===== src/rtl/count_arb.sv =====
// Two-requester round-robin arbiter that owns a modulo-(MAXV+1) counter.
// A granted job presets the counter and performs len increments.
module count_arb #(
   parameter int unsigned MAXV = 211
) (
   input  logic       clk,
   input  logic       reset,
   input  logic       req0,
   input  logic       req1,
   input  logic [8:0] start0,
   input  logic [8:0] start1,
   input  logic [8:0] len0,
   input  logic [8:0] len1,
   output logic       gnt0,
   output logic       gnt1,
   output logic       busy,
   output logic       done0,
   output logic       done1,
   output logic [8:0] cnt,
   output logic       wrap
);

   localparam logic [1:0] S_IDLE = 2'd0;
   localparam logic [1:0] S_LOAD = 2'd1;
   localparam logic [1:0] S_RUN  = 2'd2;
   localparam logic [1:0] S_DONE = 2'd3;
   localparam logic [8:0] MAX9   = 9'(MAXV);

   logic [1:0] state_q, state_d;
   logic       owner_q, owner_d;
   logic       ptr_q, ptr_d;
   logic [8:0] start_q, start_d;
   logic [8:0] len_q, len_d;
   logic [8:0] cnt_q, cnt_d;
   logic [8:0] rem_q, rem_d;
   logic       wrap_q, wrap_d;
   logic       win;
   logic       owner_req;

   // Both requesting: the one not served last time wins.
   assign win       = (req0 && req1) ? ~ptr_q : req1;
   assign owner_req = owner_q ? req1 : req0;

   always_comb begin
      state_d = state_q;
      owner_d = owner_q;
      ptr_d   = ptr_q;
      start_d = start_q;
      len_d   = len_q;
      cnt_d   = cnt_q;
      rem_d   = rem_q;
      wrap_d  = 1'b0;
      case (state_q)
         S_IDLE: begin
            if (req0 || req1) begin
               state_d = S_LOAD;
               owner_d = win;
               start_d = win ? start1 : start0;
               len_d   = win ? len1 : len0;
            end
         end
         S_LOAD: begin
            if (!owner_req) begin
               state_d = S_IDLE;
               ptr_d   = owner_q;
            end else begin
               cnt_d   = (start_q > MAX9) ? 9'd0 : start_q;
               rem_d   = len_q;
               state_d = (len_q == 9'd0) ? S_DONE : S_RUN;
            end
         end
         S_RUN: begin
            if (!owner_req) begin
               state_d = S_IDLE;
               ptr_d   = owner_q;
            end else begin
               cnt_d  = (cnt_q == MAX9) ? 9'd0 : cnt_q + 9'd1;
               wrap_d = (cnt_q == MAX9);
               rem_d  = rem_q - 9'd1;
               if (rem_q == 9'd1) state_d = S_DONE;
            end
         end
         default: begin
            state_d = S_IDLE;
            ptr_d   = owner_q;
         end
      endcase
   end

   always_ff @(posedge clk) begin
      if (!reset) begin
         state_q <= S_IDLE;
         owner_q <= 1'b0;
         ptr_q   <= 1'b1;
         start_q <= 9'd0;
         len_q   <= 9'd0;
         cnt_q   <= 9'd0;
         rem_q   <= 9'd0;
         wrap_q  <= 1'b0;
      end else begin
         state_q <= state_d;
         owner_q <= owner_d;
         ptr_q   <= ptr_d;
         start_q <= start_d;
         len_q   <= len_d;
         cnt_q   <= cnt_d;
         rem_q   <= rem_d;
         wrap_q  <= wrap_d;
      end
   end

   assign busy  = (state_q != S_IDLE);
   assign gnt0  = busy && !owner_q;
   assign gnt1  = busy && owner_q;
   assign done0 = (state_q == S_DONE) && !owner_q;
   assign done1 = (state_q == S_DONE) && owner_q;
   assign cnt   = cnt_q;
   assign wrap  = wrap_q;

endmodule


===== config.mk =====
export PLATFORM = sky130hd
export DESIGN_NAME = count_arb
export DESIGN_NICKNAME = d
export VERILOG_FILES = /design/src/rtl/count_arb.sv
export SDC_FILE = /design/constraint.sdc
export NUM_CORES = 1
export LEC_CHECK = 0
export ABC_AREA = 1
export CORE_MARGIN = 5
export CORE_UTILIZATION = 45
export DETAILED_ROUTE_END_ITERATION = 8
export GPL_ROUTABILITY_DRIVEN = 0
export PLACE_DENSITY = 0.73
export SETUP_SLACK_MARGIN = 0.05
export SLEW_MARGIN = 20
export SYNTH_ARGS = -nofsm -noshare
export SYNTH_HDL_FRONTEND = slang
export SYNTH_SLANG_ARGS = --single-unit

===== constraint.sdc =====
create_clock -name clk -period 2.7 [get_ports clk]
set_input_delay 0.27 -clock clk [delete_from_list [all_inputs] [get_ports clk]]
set_output_delay 0.27 -clock clk [all_outputs]
set_load 0.1 [all_outputs]

Word-level counts from Yosys, hierarchy flattened:

Cells that the tools add are included.

* add/subtract/negate cells: 2
* $lt $le $gt $ge: 1
* equality and inequality tests: 10
* muxes and demuxes: 20
* bitwise logic cells: 2
* reductions and logical operators: 17

Operators with widths (number)
* 9-bit 2-to-1 mux: 8
* 9-bit one-hot mux with 2 select lines: 2
* 9-bit by 1-bit adder with 9-bit output (second input constant): 1
* 9-bit by 1-bit equality test with 1-bit output (second input constant): 1
* 9-bit by 8-bit equality test with 1-bit output (second input constant): 1
* 9-bit by 8-bit > comparator with 1-bit output (second input constant): 1
* 9-bit zero test: 1
* 9-bit by 1-bit subtractor with 9-bit output (second input constant): 1
* 2-bit 2-to-1 mux: 4
* 2-bit != test (second input constant): 4
* 2-bit one-hot mux with 3 select lines: 1
* 2-bit AND reduction: 3
* 3-bit AND reduction: 2
* 1-bit logical AND: 5
* 2-bit equality test (second input constant): 2
* 1-bit 2-to-1 mux: 4
* 2-bit nonzero test: 2
* 3-bit != test (second input constant): 1
* 2-bit by 1-bit equality test with 1-bit output (second input constant): 1
* 2-bit zero test: 1
* 1-bit NOT: 2
* 1-bit one-hot mux with 2 select lines: 1
* 2-bit OR reduction: 1
* 1-bit zero test: 1
* 1-bit logical OR: 1

* register bits after elaboration: 41
* input bits: 40
* output and inout port bits: 15
* logic and storage cells: 60

Logic depth before layout (Yosys ltp):

* depth after elaboration: 4
* depth in mapped cells: 10
* depth with buffers taken out: 10

Least setup slack after synthesis:

Ideal clock, no wire load.

* path type: register to output
* from: register state_q[0]
* to: output gnt1
* arrival: 1948 ps
* required time: 2430 ps
* path slack: 482 ps
* stages on the path, launching flop included: 4
* path buffers: 0
* path through: dfxtp_1 -> inv_1 -> ha_1 -> nor2_1

* cells in the longest elaborated chain, start to end: 2

RTL lines
* start, declared: line 29 `logic [1:0] state_q, state_d;`
* start signal, assigned: line 101 `state_q <= state_d;`
* 2-bit nonzero test: line 112 `assign busy = (state_q != S_IDLE);`
* 1-bit logical AND: line 114 `assign gnt1 = busy && owner_q;`
* end, declared: line 15 `output logic gnt1,`

No other way between the ends.

Final worst setup path:

* from: register state_q[1]
* to: register len_q[0]

* cells in the longest elaborated chain, start to end: 2

RTL lines
* 2-bit zero test: line 53 `case (state_q)`
* 2-bit AND reduction (no source line)
* end signal, assigned: line 105 `len_q <= len_d;`
* end, declared: line 33 `logic [8:0] len_q, len_d;`

No other way between the ends.
A chain may end at the register's enable or synchronous reset.

==> flow_metrics.tcl <==
set metrics [dict create \
    crit_fanout 36 \
    numCtsBuffers 5 \
    timing.final.max_slew_violations 0 \
    outcome "finished clean" \
    final_min_period_over_clock_period_pct 67.3 \
    post_route_cells_drive_above_1_share_pct 11.0 \
    grt_pass1_wl_mm 9.92 \
    totalWireLength_mm 5.85 \
    cts.path.max_buffers 2 \
    fin_crit_ns 1.82 \
    slowest_stage "sky130_fd_sc_hd__a21oi_4" \
    cp_data_arrival_time_ns 2.03 \
    vias 2416 \
    mappedNetlistNets 414 \
    worstPathRequired_ns 2.91 \
    detailedRoute.firstPassIterationCount 4 \
    cpLargestDelayFamily "compound AO/OA/AOI/OAI gates" \
    final_hold_vios 0 \
    fmax_ghz 0.550 \
    routed_wire_length_per_instance_um 12.0 \
    worst_clock_skew_ns 0.0130 \
    cts_tree "done" \
    worst_pin_slew_ns 0.738 \
    maxCapViolCount 0 \
    pre_cts_slack_ns 0.741 \
    portBuffers 54 \
    dieHeight_um 83.6 \
    holdCritPathClass "register to register" \
    io-pin-count 55 \
    drt_drc_violations_left 0 \
    post_synth_instance_area_um2 2440 \
    fin_area_um2 3060 \
    initialDrtViolationCount 112 \
    timing.critical_path.cells "inv_1 -> ha_1 -> inv_2 -> a21oi_4 -> o21ai_0 -> a31oi_1" \
    area_growth_pct 25.3 \
    slew-limit-headroom_pct 50.7 \
    power.density_cell_area_nw_per_um2 670 \
    worst_setup_hold_path_clk_slew_ns 0.08 \
    initial_utilization_pct 47.2 \
    end_kind "register" \
    coreArea_um2 5170 \
    ir_drop_mv 0.348 \
    std_cell_rows 26 \
    grt_resource_usage_total_pct 16.9 \
    layoutNonFillerInstCount 489 \
    standby_leakage_power_nw 1.36 \
    grt_pass1_vias 2237 \
    dpl.cell_count 481 \
    sinks_on_the_clock_net 41 \
    route.detailed.vias_per_inst 4.94 \
    postSynthRegisterBits 41 \
    synth.yosys.warnings 0 \
    place_hpwl_mm 4.37 \
    path_buf_inv 2 \
    synth_seq_area_share_pct 33.6 \
    rsz0062_at_grt "no" \
    placed_area_um2 2970 \
    n_antenna_cell 0 \
    worst_path_largest_cell_delay_ns 0.58 \
    grt_max_degree 37 \
    post-cts-setup-buffers 0 \
    synth_top_flop_cell "sky130_fd_sc_hd__dfxtp_1" \
    die_width_um 83.6 \
    setup.worst_path.class "register to register" \
    post-route-worst-setup-slack_ns 0.883 \
    clk_root_buffer_cell "sky130_fd_sc_hd__clkbuf_8" \
    cp-start-kind "register" \
    postSynth.asyncResetShare_pct 0 \
    synth-edff-count 0 \
    fin_tns_setup_ns 0 \
    syn-instance-count 366 \
    nNetsFinal 466 \
    postSynthAreaPerCell_um2 6.67 \
    antenna_left 0 \
    cts_hold_buffers 0 \
    antenna_violations_before_repair 0 \
    grt-ovfl-total 0 \
    number_of_gates_given_a_new_drive_strength_after_cts 0 \
    yosys.cell_types.count 33 \
    later_pin_clock_latency_in_the_skew_report_ns 0.30 \
    clock_tree.htree_level_count 2 \
    design.die.area_um2 6990 \
    worst_hold_slack_ns 0.484 \
    finalSetupViolations 0 \
]
==> layout make-up <==
class / instances / area (um2)
fill: 504 / 2120
multi-input combinational: 266 / 1360
sequential: 41 / 821
timing repair buffer: 58 / 533
inverter: 46 / 175
tap: 70 / 87.6
clock buffer: 6 / 72.6
clock inverter: 2 / 10.0
==> worst reg2reg max path, cell delays in order (launching register included) <==
cell	delay, ns
sky130_fd_sc_hd__dfxtp_1	0.36
sky130_fd_sc_hd__inv_1	0.10
sky130_fd_sc_hd__ha_1	0.22
sky130_fd_sc_hd__inv_2	0.09
sky130_fd_sc_hd__a21oi_4	0.58
sky130_fd_sc_hd__o21ai_0	0.20
sky130_fd_sc_hd__a31oi_1	0.18
==> power breakdown <==
part | leakage, nW | internal [W] | switching (W) | total, W
logic | 0.976 | 0.000279 | 0.000573 | 0.000852
clock network | 0.0450 | 0.000179 | 0.000215 | 0.000395
registers | 0.338 | 0.000705 | 0.0000959 | 0.000801
total | 1.36 | 0.00116 | 0.000884 | 0.00205
==> per-layer routing <==
layer  up-vias  part of all wire [%]  track usage [%]
met3         4                   7.0             3.75
met1      1033                    48             23.0
met5         -                     0                0
met2        78                    44             27.0
met4         0                   1.1             4.39
li1       1301                     -                -
==> sequential cells by signal (all words and copies together), names as in the netlist <==
signal / flops
len_q: 9
rem_q: 9
ptr_q: 1
wrap: 1
cnt: 9
state_q: 2
start_q: 9
owner_q: 1
==> Yosys cell counts (4+ instances only) <==
library cell               instances  area share [%]
sky130_fd_sc_hd__a21oi_1          18             3.7
sky130_fd_sc_hd__a31oi_1          20             5.1
sky130_fd_sc_hd__clkbuf_1          6            0.92
sky130_fd_sc_hd__dfxtp_1          41              34
sky130_fd_sc_hd__ha_1              8             4.1
sky130_fd_sc_hd__inv_1            39             6.0
sky130_fd_sc_hd__inv_2             5            0.77
sky130_fd_sc_hd__nand2_1          90              14
sky130_fd_sc_hd__nand3_1          27             5.5
sky130_fd_sc_hd__nand4_1           4             1.0
sky130_fd_sc_hd__nor2_1           37             5.7
sky130_fd_sc_hd__o21ai_0          33             6.8
sky130_fd_sc_hd__o21ai_1           7             1.4
==> logic make-up after synthesis <==
logic type,count (synthesis),share of synthesized area [%]
compound gates,85,19.8
simple gates,169,30.3
fa+ha+maj,8,4.10
xor+xnor,3,1.08
flops,41,33.6
buf+inv,59,10.7
mux,1,0.410
==> path summary, 6_finish.rpt <==
| path | from | to | slack [ns] | cells past startpoint |
|---|---|---|---|---|
| setup reg to reg | state_q[1] | len_q[0] | 0.88 | 6 |
| hold / removal | start_q[1] | cnt[1] | 0.48 | 2 |
| hold reg to reg | start_q[1] | cnt[1] | 0.48 | 2 |
| setup / recovery | state_q[1] | len_q[0] | 0.88 | 6 |
==> layout by cell type (no fill, tap or decap), types with 7 or more instances in the layout <==
master,netlist,layout
sky130_fd_sc_hd__nor2_1,37,37
sky130_fd_sc_hd__o21ai_1,7,7
sky130_fd_sc_hd__o21ai_0,33,33
sky130_fd_sc_hd__inv_1,39,39
sky130_fd_sc_hd__dfxtp_1,41,41
sky130_fd_sc_hd__nand2_1,90,90
sky130_fd_sc_hd__buf_4,1,19
sky130_fd_sc_hd__clkdlybuf4s50_1,0,39
sky130_fd_sc_hd__a31oi_1,20,20
sky130_fd_sc_hd__ha_1,8,8
sky130_fd_sc_hd__nand3_1,27,27
sky130_fd_sc_hd__a21oi_1,18,18
==> through the flow <==
stage               power, W  util (%)
global route         0.00219      59.1
floorplan            0.00146         -
global placement     0.00165      57.5
CTS                  0.00206      59.1
detailed placement   0.00167      57.5
finish               0.00205      59.1
Power figures use the tool's default switching activity.
